==> config.mk <==
export PLATFORM = sky130hd
export DESIGN_NAME = sr_ff_driver_flat
export DESIGN_NICKNAME = d
export VERILOG_FILES = /design/src/rtl/sr_ff_driver_if.sv /design/src/rtl/sr_ff_driver.sv /design/src/flat_wrapper.sv
export SDC_FILE = /design/constraint.sdc
export NUM_CORES = 1
export LEC_CHECK = 0
export CAP_MARGIN = 20
export CORE_ASPECT_RATIO = 1.5
export CORE_MARGIN = 2
export CORE_UTILIZATION = 52
export CTS_CLUSTER_DIAMETER = 60
export DETAILED_ROUTE_END_ITERATION = 6
export PLACE_DENSITY_LB_ADDON = 0.2
export SETUP_SLACK_MARGIN = 0.1
export SLEW_MARGIN = 20
export SYNTH_ARGS = -nofsm -noshare
export SYNTH_HDL_FRONTEND = slang
export SYNTH_SLANG_ARGS = --single-unit
==> constraint.sdc <==
create_clock -name clk -period 2.95 [get_ports clk]
set_input_delay 0.4425 -clock clk [delete_from_list [all_inputs] [get_ports clk]]
set_output_delay 0.4425 -clock clk [all_outputs]
set_load 0.02 [all_outputs]
==> src/rtl/sr_ff_driver_if.sv <==
`default_nettype none
// ============================================================================
// Module   : sr_ff_driver_if
// Brief    : Valid/ready bit-stream channel feeding the sr_ff driver.
// Revision : 1.0 - initial release
// ============================================================================
interface sr_ff_driver_if;
   logic in_bit;
   logic in_valid;
   logic in_ready;

   modport master (output in_bit, output in_valid, input in_ready);
   modport slave  (input in_bit, input in_valid, output in_ready);
endinterface
`default_nettype wire

==> src/rtl/sr_ff_driver.sv <==
`default_nettype none
// ============================================================================
// Module   : sr_ff_driver
// Brief    : Converts target Q bits into legal S/R excitation for an sr_ff,
//            checks Q feedback and keeps saturating transfer/error counts.
// Revision : 1.0 - initial release
// ============================================================================
module sr_ff_driver #(
   parameter int CNT_W       = 8,
   parameter bit STOP_ON_ERR = 1'b0
) (
   input  wire logic             clk,
   input  wire logic             rst,
   sr_ff_driver_if.slave         stream,
   input  wire logic             clr_cnt,
   input  wire logic             q_fb,
   output logic                  s_out,
   output logic                  r_out,
   output logic                  q_model,
   output logic                  done,
   output logic                  mismatch,
   output logic                  err_flag,
   output logic [CNT_W-1:0]      tx_count,
   output logic [CNT_W-1:0]      err_count
);

   typedef enum logic [2:0] {
      ST_INIT  = 3'd0,
      ST_IDLE  = 3'd1,
      ST_DRIVE = 3'd2,
      ST_CHECK = 3'd3,
      ST_HALT  = 3'd4
   } state_t;

   localparam logic [CNT_W-1:0] c_cnt_max = '1;
   localparam logic [CNT_W-1:0] c_cnt_one = CNT_W'(1);

   state_t           r_state;
   logic             r_target;
   logic             r_s;
   logic             r_r;
   logic             r_q_model;
   logic             r_done;
   logic             r_mismatch;
   logic             r_err_flag;
   logic [CNT_W-1:0] r_tx_count;
   logic [CNT_W-1:0] r_err_count;
   logic             w_mis;

   assign w_mis           = q_fb ^ r_target;
   assign stream.in_ready = (r_state == ST_IDLE);

   assign s_out     = r_s;
   assign r_out     = r_r;
   assign q_model   = r_q_model;
   assign done      = r_done;
   assign mismatch  = r_mismatch;
   assign err_flag  = r_err_flag;
   assign tx_count  = r_tx_count;
   assign err_count = r_err_count;

   // R held high in reset and INIT so the driven FF starts from a known Q=0
   always_ff @(posedge clk or posedge rst) begin
      if (rst) begin
         r_state     <= ST_INIT;
         r_target    <= 1'b0;
         r_s         <= 1'b0;
         r_r         <= 1'b1;
         r_q_model   <= 1'b0;
         r_done      <= 1'b0;
         r_mismatch  <= 1'b0;
         r_err_flag  <= 1'b0;
         r_tx_count  <= '0;
         r_err_count <= '0;
      end else begin
         r_done     <= 1'b0;
         r_mismatch <= 1'b0;
         r_s        <= 1'b0;
         r_r        <= 1'b0;

         case (r_state)
            ST_INIT: begin
               r_state <= ST_IDLE;
            end
            ST_IDLE: begin
               if (stream.in_valid) begin
                  r_target <= stream.in_bit;
                  r_s      <= stream.in_bit & ~r_q_model;
                  r_r      <= ~stream.in_bit & r_q_model;
                  r_state  <= ST_DRIVE;
               end
            end
            ST_DRIVE: begin
               r_state <= ST_CHECK;
            end
            ST_CHECK: begin
               r_done     <= 1'b1;
               r_mismatch <= w_mis;
               r_q_model  <= q_fb;
               if (r_tx_count != c_cnt_max) begin
                  r_tx_count <= r_tx_count + c_cnt_one;
               end
               if (w_mis) begin
                  r_err_flag <= 1'b1;
                  if (r_err_count != c_cnt_max) begin
                     r_err_count <= r_err_count + c_cnt_one;
                  end
               end
               r_state <= (w_mis && STOP_ON_ERR) ? ST_HALT : ST_IDLE;
            end
            ST_HALT: begin
               if (clr_cnt) begin
                  r_state <= ST_IDLE;
               end
            end
            default: begin
               r_state <= ST_INIT;
            end
         endcase

         // Clear takes priority over any increment in the same cycle
         if (clr_cnt) begin
            r_tx_count  <= '0;
            r_err_count <= '0;
            r_err_flag  <= 1'b0;
         end
      end
   end

endmodule
`default_nettype wire

==> src/flat_wrapper.sv <==
// flat-port wrapper written by rule: the top's interface ports become plain ports
module sr_ff_driver_flat 
#(
   parameter int CNT_W       = 8,
   parameter bit STOP_ON_ERR = 1'b0
)
  (clk, rst, clr_cnt, q_fb, s_out, r_out, q_model, done, mismatch, err_flag, tx_count, err_count, stream_in_bit, stream_in_valid, stream_in_ready);
  sr_ff_driver_if stream_i ();
  input  wire logic clk;
  input  wire logic rst;
  input  wire logic clr_cnt;
  input  wire logic q_fb;
  output logic s_out;
  output logic r_out;
  output logic q_model;
  output logic done;
  output logic mismatch;
  output logic err_flag;
  output logic [CNT_W-1:0] tx_count;
  output logic [CNT_W-1:0] err_count;
  input wire logic [$bits(stream_i.in_bit)-1:0] stream_in_bit;
  input wire logic [$bits(stream_i.in_valid)-1:0] stream_in_valid;
  output wire logic [$bits(stream_i.in_ready)-1:0] stream_in_ready;
  assign stream_i.in_bit = stream_in_bit;
  assign stream_i.in_valid = stream_in_valid;
  assign stream_in_ready = stream_i.in_ready;
  sr_ff_driver #(.CNT_W(CNT_W), .STOP_ON_ERR(STOP_ON_ERR)) u_core (.clk(clk), .rst(rst), .stream(stream_i), .clr_cnt(clr_cnt), .q_fb(q_fb), .s_out(s_out), .r_out(r_out), .q_model(q_model), .done(done), .mismatch(mismatch), .err_flag(err_flag), .tx_count(tx_count), .err_count(err_count));
endmodule
* After elaboration in Yosys (flattened, before gate mapping)
Index checks and enable logic that the tools add are counted.
** Storage, ports and cells
- Bits in registers :: 26
- Output and inout bits :: 23
- Input bits :: 6
- Word-level logic and storage cells :: 55
** Operators by class
- Multiplexer cells :: 19
- Bitwise operators :: 5
- Add/subtract/negate cells :: 2
- Reduce and logical (&&, ||, !) cells :: 11
- Equal/unequal tests :: 8
** Operator list (number)
- $mux W8 :: 7
- $add A8 B1 Y8 const B :: 2
- $ne A8 B8 Y1 const B :: 2
- $pmux W3 S4 :: 1
- $mux W1 :: 9
- $reduce_and A2 Y1 :: 4
- $reduce_bool A2 Y1 :: 4
- $eq A3 B2 Y1 const B :: 2
- $mux W3 :: 2
- $ne A2 B2 Y1 const B :: 2
- $eq A3 B1 Y1 const B :: 1
- $eq A3 B3 Y1 const B :: 1
- $logic_not A3 Y1 :: 1
- $reduce_and A3 Y1 :: 1
- $and A1 B1 Y1 :: 2
- $not A1 Y1 :: 2
- $reduce_or A2 Y1 :: 1
- $xor A1 B1 Y1 :: 1

* Logic depth before layout (Yosys ltp)
Gate-level depths: netlist of run 1.
- Word-level depth :: 5
- Mapped depth :: 6
- Gate-level depth less buffers :: 5

* Least setup slack after synthesis of run 1
Ideal clock, no wire load.
- Kind :: flip-flop to flip-flop
- Start :: register u_core.r_err_count[0] (netlist: u_core.err_count[0])
- End :: register u_core.r_err_count[5] (netlist: u_core.err_count[5])
- Cell stages (with the launch flop) :: 7
- Setup time :: 125 ps
- Clock period less this slack :: 1898 ps
- Arrival time :: 1774 ps
- Setup slack :: 1052 ps
- Buffers on the path :: 1
- Required time :: 2825 ps
- Cell sequence :: dfrtp_1 ha_1 and2_4 and3_4 buf_6 nor4_1 mux2_2
** On the way
- Longest elaborated chain between the ends :: 5
- Elaborated cells between the ends (all ways) :: 8
- Those cells by class :: 1 x add/sub; 1 x eq/ne; 4 x mux; 2 x reduce/logical
** Ends and longest elaborated chain
- start, declared :: RTL line sr_ff_driver.sv:47 : logic [CNT_W-1:0] r_err_count;
- start signal, assigned :: RTL line sr_ff_driver.sv:106 : r_err_count <= r_err_count + c_cnt_one;
- $add A8 B1 Y8 :: RTL line sr_ff_driver.sv:106
- $mux W8 :: RTL line sr_ff_driver.sv:105 : if (r_err_count != c_cnt_max) begin
- $mux W8 :: RTL line sr_ff_driver.sv:103 : if (w_mis) begin
- $mux W8 :: RTL line sr_ff_driver.sv:81 : case (r_state)
- $mux W8 :: RTL line sr_ff_driver.sv:122 : if (clr_cnt) begin
Parallel ways exist; a longest one is shown, timed or not. The select of a mux whose other input is x is not followed.
A chain may end at the register's enable or synchronous reset.

* Worst setup path after layout of run 1
- Start :: register u_core.r_state[1]
- End :: output port stream_in_ready
** On the way
- Longest elaborated chain between the ends :: 1
** Ends and longest elaborated chain
- start, declared :: RTL line sr_ff_driver.sv:38 : state_t r_state;
- start signal, assigned :: RTL line sr_ff_driver.sv:109 : r_state <= (w_mis && STOP_ON_ERR) ? ST_HALT : ST_IDLE;
- $eq A3 B1 Y1 :: RTL line sr_ff_driver.sv:51 : assign stream.in_ready = (r_state == ST_IDLE);
- end, declared :: RTL line flat_wrapper.sv:23 : output wire logic [$bits(stream_i.in_ready)-1:0] stream_in_ready;
Every way passes these cells.

==> flow_summary.toml, run 1 <==
[place]
portBuffers = 28
dp_hpwl_mm = 1.913
globalplace.congestion = 0.8523

[worst_setup_path]
worstRegToRegCells = 4
slowest_delay_ns = 0.61
crit_type = "reg2out"
rrSetupSlack_ns = 1.03
crit_path_end_kind = "output port"
cp_max_fo = 3
crit_path_start_kind = "flop"
r2r_start = "u_core.r_state[0]"
critPathArrivalTime_ns = 1.63
critPathRequiredTime_ns = 2.51
slowest_stage = "clkdlybuf4s50_1"
timing.rr.end = "u_core.err_count[7]"
crit_chain = "inv_1 -> ha_1 -> clkdlybuf4s50_1"

[logic_synthesis]
yosysSeqAreaShare_pct = 50.61
synth_edf_count = 0
synth_area_leader_cell = "dfrtp_1"
yosysMostFrequentCell = "dfrtp_1"
ys_types = 35
synth_area_um2 = 1239
ys_warn_count = 0
synth_area_per_cell_um2 = 10.32
synth_top_cell_area_share_pct = 48.48
synthArstFlopShare_pct = 100.0
synth-main-ff-cell = "dfrtp_1"
synth_common_cells = "dfrtp_1 (24), nor2_1 (11), nand3_1 (10)"
ys_ff_latch = 25
synthTopCellsByArea = "dfrtp_1 (48%), ha_1 (5.1%), nand3_1 (4.0%)"
netlist_instances = 120
syn-num-nets = 131

[timing]
post-route-min-period_ns = 2.074
setup-violations-final = 0
relSlewSlack_pct = 38.92
rsz0062_at_grt = "no"
skew_ns = 0.01339
hold_viol = 0
min_period_over_period_pct = 70.29
tightest_slew_ns = 0.9151
tns_ns = 0
max_freq_ghz = 0.4822
maxSlewViolCount = 0

[routing]
firstDrtPassIters = 4
ant_nets = 0
drt_wl_total_mm = 2.580
drt-vias-per-instance = 6.018
wl_per_cell_um = 15.09
drcViolationCount = 0
vias = 1029
drtIter0Drc = 33

[layout]
syn_to_final_growth_pct = 25.25
fillerInstances = 180
fin_nets = 160
antennaDiodeCount = 0
regArea_um2 = 626.9
post-route-util_pct = 69.47
final_layout_size_suffix_gt1_share_pct = 8.784
multi_input_comb_area_um2 = 569.3

[global_route]
use_met1_pct = 22.12
grt_max_degree = 26
grt_usage_pct = 19.48
grt_pass1_wl_mm = 4.278
grt_pass1_vias = 1030
grt_util_met3_pct = 1.977
antenna_found_initial = 0
overflow = 0
gr-max-usage-layer = "met2"
met2_usage_pct = 35.11

[clocking]
cts-root-buf = "clkbuf_4"
post_cts_buffers = 0
cts_tree = "done"
cts_buffers = 3
path_clk_slew_ns = 0.14
insertion_delay_ns = 0.32
cts.sinks = 25
post_cts_resized = 0
clock_path_buffers = 2
htreeDepth = 1
postCtsHoldBufs = 0

[min_path]
min_from = "u_core.q_model"
hold_end = "u_core.s_out"
hold_depth = 1
worstHoldPathType = "reg2reg"

[pwr]
leakagePower_nw = 0.6522
vdd_drop_max_mv = 0.4830
p_per_area_nw_per_um2 = 664.2

[die]
chipHeight_um = 63.78
ios = 29
die-width_um = 43.85
fp.dieArea_um2 = 2797
start_util_pct = 55.46
core_um2 = 2233
fp-row-count = 21

[outcome]
status = "finished clean"

[job]
max_cap_viol_count = 0
## per-layer routing
layer | part of all wire, % | vias to the layer above
li1 | - | 489
met4 | 1.6 | 0
met1 | 40 | 503
met3 | 4.1 | 6
met5 | 0 | -
met2 | 54 | 31
## cell type report
cell class	instances	area share (%)
inverters	5	1.210
multi-input cells	86	36.69
repair buffers	28	18.06
clock buffers	3	1.452
clock inverters	1	0.3226
flip-flops and latches	25	40.40
well taps	23	1.855
## layout by cell type, fill, tap and decap left out, drive strengths merged
cell type	netlist	final
nand2	4	4
o211ai	1	1
nor2b	3	3
xor2	5	5
inv	5	5
or3	1	1
or4	3	3
mux2	4	4
o21ai	3	3
nor3b	2	2
nor3	2	2
a21oi	9	9
a311oi	1	1
nor4	2	2
clkinv	0	1
and4	1	1
nand3	10	10
nand4	4	4
mux2i	1	1
a31oi	2	2
dfrtp	24	24
and3	4	4
clkdlybuf4s50	0	28
and2	2	2
dfstp	1	1
o31ai	2	2
a211oi	2	2
nor2	11	11
ha	5	5
clkbuf	1	3
nand2b	1	1
o41ai	1	1
## kinds of logic after synthesis
family                     count (synthesis)  synth area share (%)
and+or+nand+nor                           50                 22.63
DFF                                       25                 50.61
AOI/OAI and AO/OA                         21                 10.30
buffers and inverters                      9                 3.433
xor gates and xnor gates                   5                 3.535
muxes                                      5                 4.444
adders and majority gates                  5                 5.051
## worst max-delay path: cells and delay by family (launching register included)
kind,cells,cell delay (ns)
adders and majority gates,1,0.19
buffers and inverters,2,0.70
DFF,1,0.42
## registers in the layout, summed over array words and instances, names as in the netlist
name              count
u_core.err_count      8
u_core.tx_count       8
u_core.r_state        2
u_core.done           1
u_core.err_flag       1
u_core.mismatch       1
u_core.q_model        1
u_core.r_out          1
u_core.r_target       1
u_core.s_out          1
## through the flow
step                      power [mW]  cells  instance area [µm²]  worst slack, ns  hold WS (ns)
after floorplan               0.7215    120                 1239            1.052        0.4691
after global placement        0.8720    167                 1524           0.8469        0.4630
after detailed placement      0.8912    167                 1524           0.8098        0.4816
after CTS                      1.042    171                 1551           0.8716        0.5033
after global routing           1.096    171                 1551           0.8075        0.5275
final                          1.031    171                 1551           0.8763        0.4997
## how the worst max path moves through the flow
stage / cells past startpoint / startpoint / end
after floorplan: 6 / u_core.err_count[0] / u_core.err_count[5]
after global placement: 5 / q_fb / u_core.err_count[5]
after detailed placement: 5 / q_fb / u_core.err_count[5]
after CTS: 3 / u_core.r_state[1] / stream_in_ready
after global routing: 3 / u_core.r_state[1] / stream_in_ready
final: 3 / u_core.r_state[1] / stream_in_ready
## power breakdown
part | total [mW] | internal, mW | switching (mW)
clock network | 0.151 | 0.0507 | 0.100
logic | 0.408 | 0.184 | 0.224
registers | 0.471 | 0.413 | 0.0584
Power figures use the tool's default switching activity.
==> run 2, diff against run 1 <==
Settings changed: CORE_UTILIZATION 52 to 48.
Clock period 2.95 ns to 2 ns, I/O delays scaled along.
==> run 2 against run 1 <==
Compared with the run above: hold slack worse by 0.24 ns; via count decreased by 0.78%; clock skew decreased by 0.010 ns; sequential power rose by 48%; core utilization down 4.3 points; total power rose by 50%; non-clock buffer count increased by 5; final cell count increased by 3.5%; largest power group unchanged.
==> flow_summary.toml, run 2 (same netlist as run 1, synthesis figures left out) <==
[worst_setup_path]
crit_type = "reg2reg"
critPathArrivalTime_ns = 2.01
critPathRequiredTime_ns = 2.23
crit_path_end_kind = "flop"
r2r_start = "u_core.err_count[1]"
worstRegToRegCells = 5
timing.rr.end = "u_core.err_count[3]"
cp_max_fo = 8
crit_path_start_kind = "flop"
rrSetupSlack_ns = 0.22

[clocking]
cts-root-buf = "clkbuf_4"
postCtsHoldBufs = 0
insertion_delay_ns = 0.30
path_clk_slew_ns = 0.13
cts_tree = "done"
cts.sinks = 25
htreeDepth = 1
cts_buffers = 3
clock_path_buffers = 2

[timing]
hold_slack_ns = 0.2647
skew_ns = 0.003313
tightest_slew_ns = 0.4097
min_period_over_period_pct = 89.14
rsz0062_at_grt = "no"
relSlewSlack_pct = 72.65
maxSlewViolCount = 0
post-route-min-period_ns = 1.783
setup-violations-final = 0
max_freq_ghz = 0.5609
hold_viol = 0

[place]
portBuffers = 28
dp_hpwl_mm = 1.862
globalplace.congestion = 0.8228
dpl-instance-area_um2 = 1555

[routing]
firstDrtPassIters = 4
ant_nets = 0
drcViolationCount = 0
drt_wl_total_mm = 2.468
drt-vias-per-instance = 5.768
wl_per_cell_um = 13.94
drtIter0Drc = 20
vias = 1021

[layout]
antennaDiodeCount = 0
final_layout_size_suffix_gt1_share_pct = 13.07
syn_to_final_growth_pct = 28.89
fin_nets = 165
layout_common_cells = "clkdlybuf4s50_1 (27), dfrtp_1 (22), nor2_1 (11)"
stdcell_area_um2 = 1597
final_common_cell = "clkdlybuf4s50_1"

[pwr]
internal_power_uw = 986.0
p_clk_share_pct = 14.0
leakagePower_nw = 0.6741
p_per_area_nw_per_um2 = 969.8
swShare_pct = 36.32
combPwrFrac_pct = 41.1
finalPower_mw = 1.548
p_seq_share_pct = 44.9
vdd_drop_max_mv = 0.6860
power.switching_uw = 562.4

[global_route]
grt_usage_pct = 18.65
grt_pass1_vias = 982
overflow = 0
grt_util_met3_pct = 1.639
grt_max_degree = 16
gr-max-usage-layer = "met2"
met2_usage_pct = 30.99
grt_pass1_wl_mm = 4.222
antenna_found_initial = 0
use_met1_pct = 23.46

[outcome]
status = "finished clean"

[die]
fp.dieArea_um2 = 3011
die-width_um = 45.48
start_util_pct = 50.56
core_um2 = 2450
fp-row-count = 22
chipHeight_um = 66.22
ios = 29

[job]
max_cap_viol_count = 0

[min_path]
worstHoldPathType = "in2async"
==> run 2: worst max-delay path, stage by stage, from the launching register on <==
cell,delay (ns)
dfrtp_2,0.47
ha_1,0.25
and2_4,0.17
and3_4,0.20
or4_1,0.46
a21oi_1,0.16
==> run 2: timing repair <==
action / CTS / global route
hold endpoints to repair: 0 / 0
setup endpoints to repair: 1 / 3
gates resized for setup: 1 / 3
setup buffers: 0 / 1
==> run 2: layer usage <==
metal,part of all wire (%),vias to the layer above,wire (µm)
met1,42,492,1030
met4,0.65,0,16
li1,-,499,-
met5,0,-,0
met2,54,28,1338
met3,3.3,2,82
==> run 2: area by class of cell <==
cell class,count,area (µm²)
Multi-Input combinational cell,86,575.6
Fill cell,199,853.3
Inverter,5,18.77
Clock buffer,4,26.28
Sequential cell,25,629.4
Timing Repair Buffer,33,316.6
Tap cell,24,30.03
==> run 2: stage by stage <==
stage	setup WS, ns	instances	setup TNS (ns)	util, %
2_1_floorplan	0.1015	120	0	-
3_3_place_gp	0.03113	172	0	63.48
3_5_place_dp	-0.03273	172	-0.03273	63.48
4_1_cts	0.1232	176	0	64.50
5_1_grt	0.1146	177	0	65.17
6_report	0.2172	177	0	65.17
==> run 2: worst max-delay path by stage <==
| stage | from | slack [ns] | end | cells past startpoint |
|---|---|---|---|---|
| after floorplan | u_core.err_count[0] | 0.10 | u_core.err_count[5] | 6 |
| after CTS | u_core.err_count[0] | 0.12 | u_core.err_count[5] | 5 |
| after global routing | u_core.err_count[1] | 0.11 | u_core.err_count[3] | 5 |
| after global placement | q_fb | 0.03 | u_core.err_count[5] | 5 |
| after detailed placement | q_fb | -0.03 | u_core.err_count[5] | 5 |
| final | u_core.err_count[1] | 0.22 | u_core.err_count[3] | 5 |
==> run 2: power groups by stage <==
stage	combinational, mW	clock [mW]	sequential, mW
4_1_cts	0.621	0.226	0.699
2_1_floorplan	0.285	0	0.779
5_1_grt	0.709	0.247	0.712
3_3_place_gp	0.620	0	0.699
6_report	0.636	0.217	0.695
3_5_place_dp	0.628	0	0.709
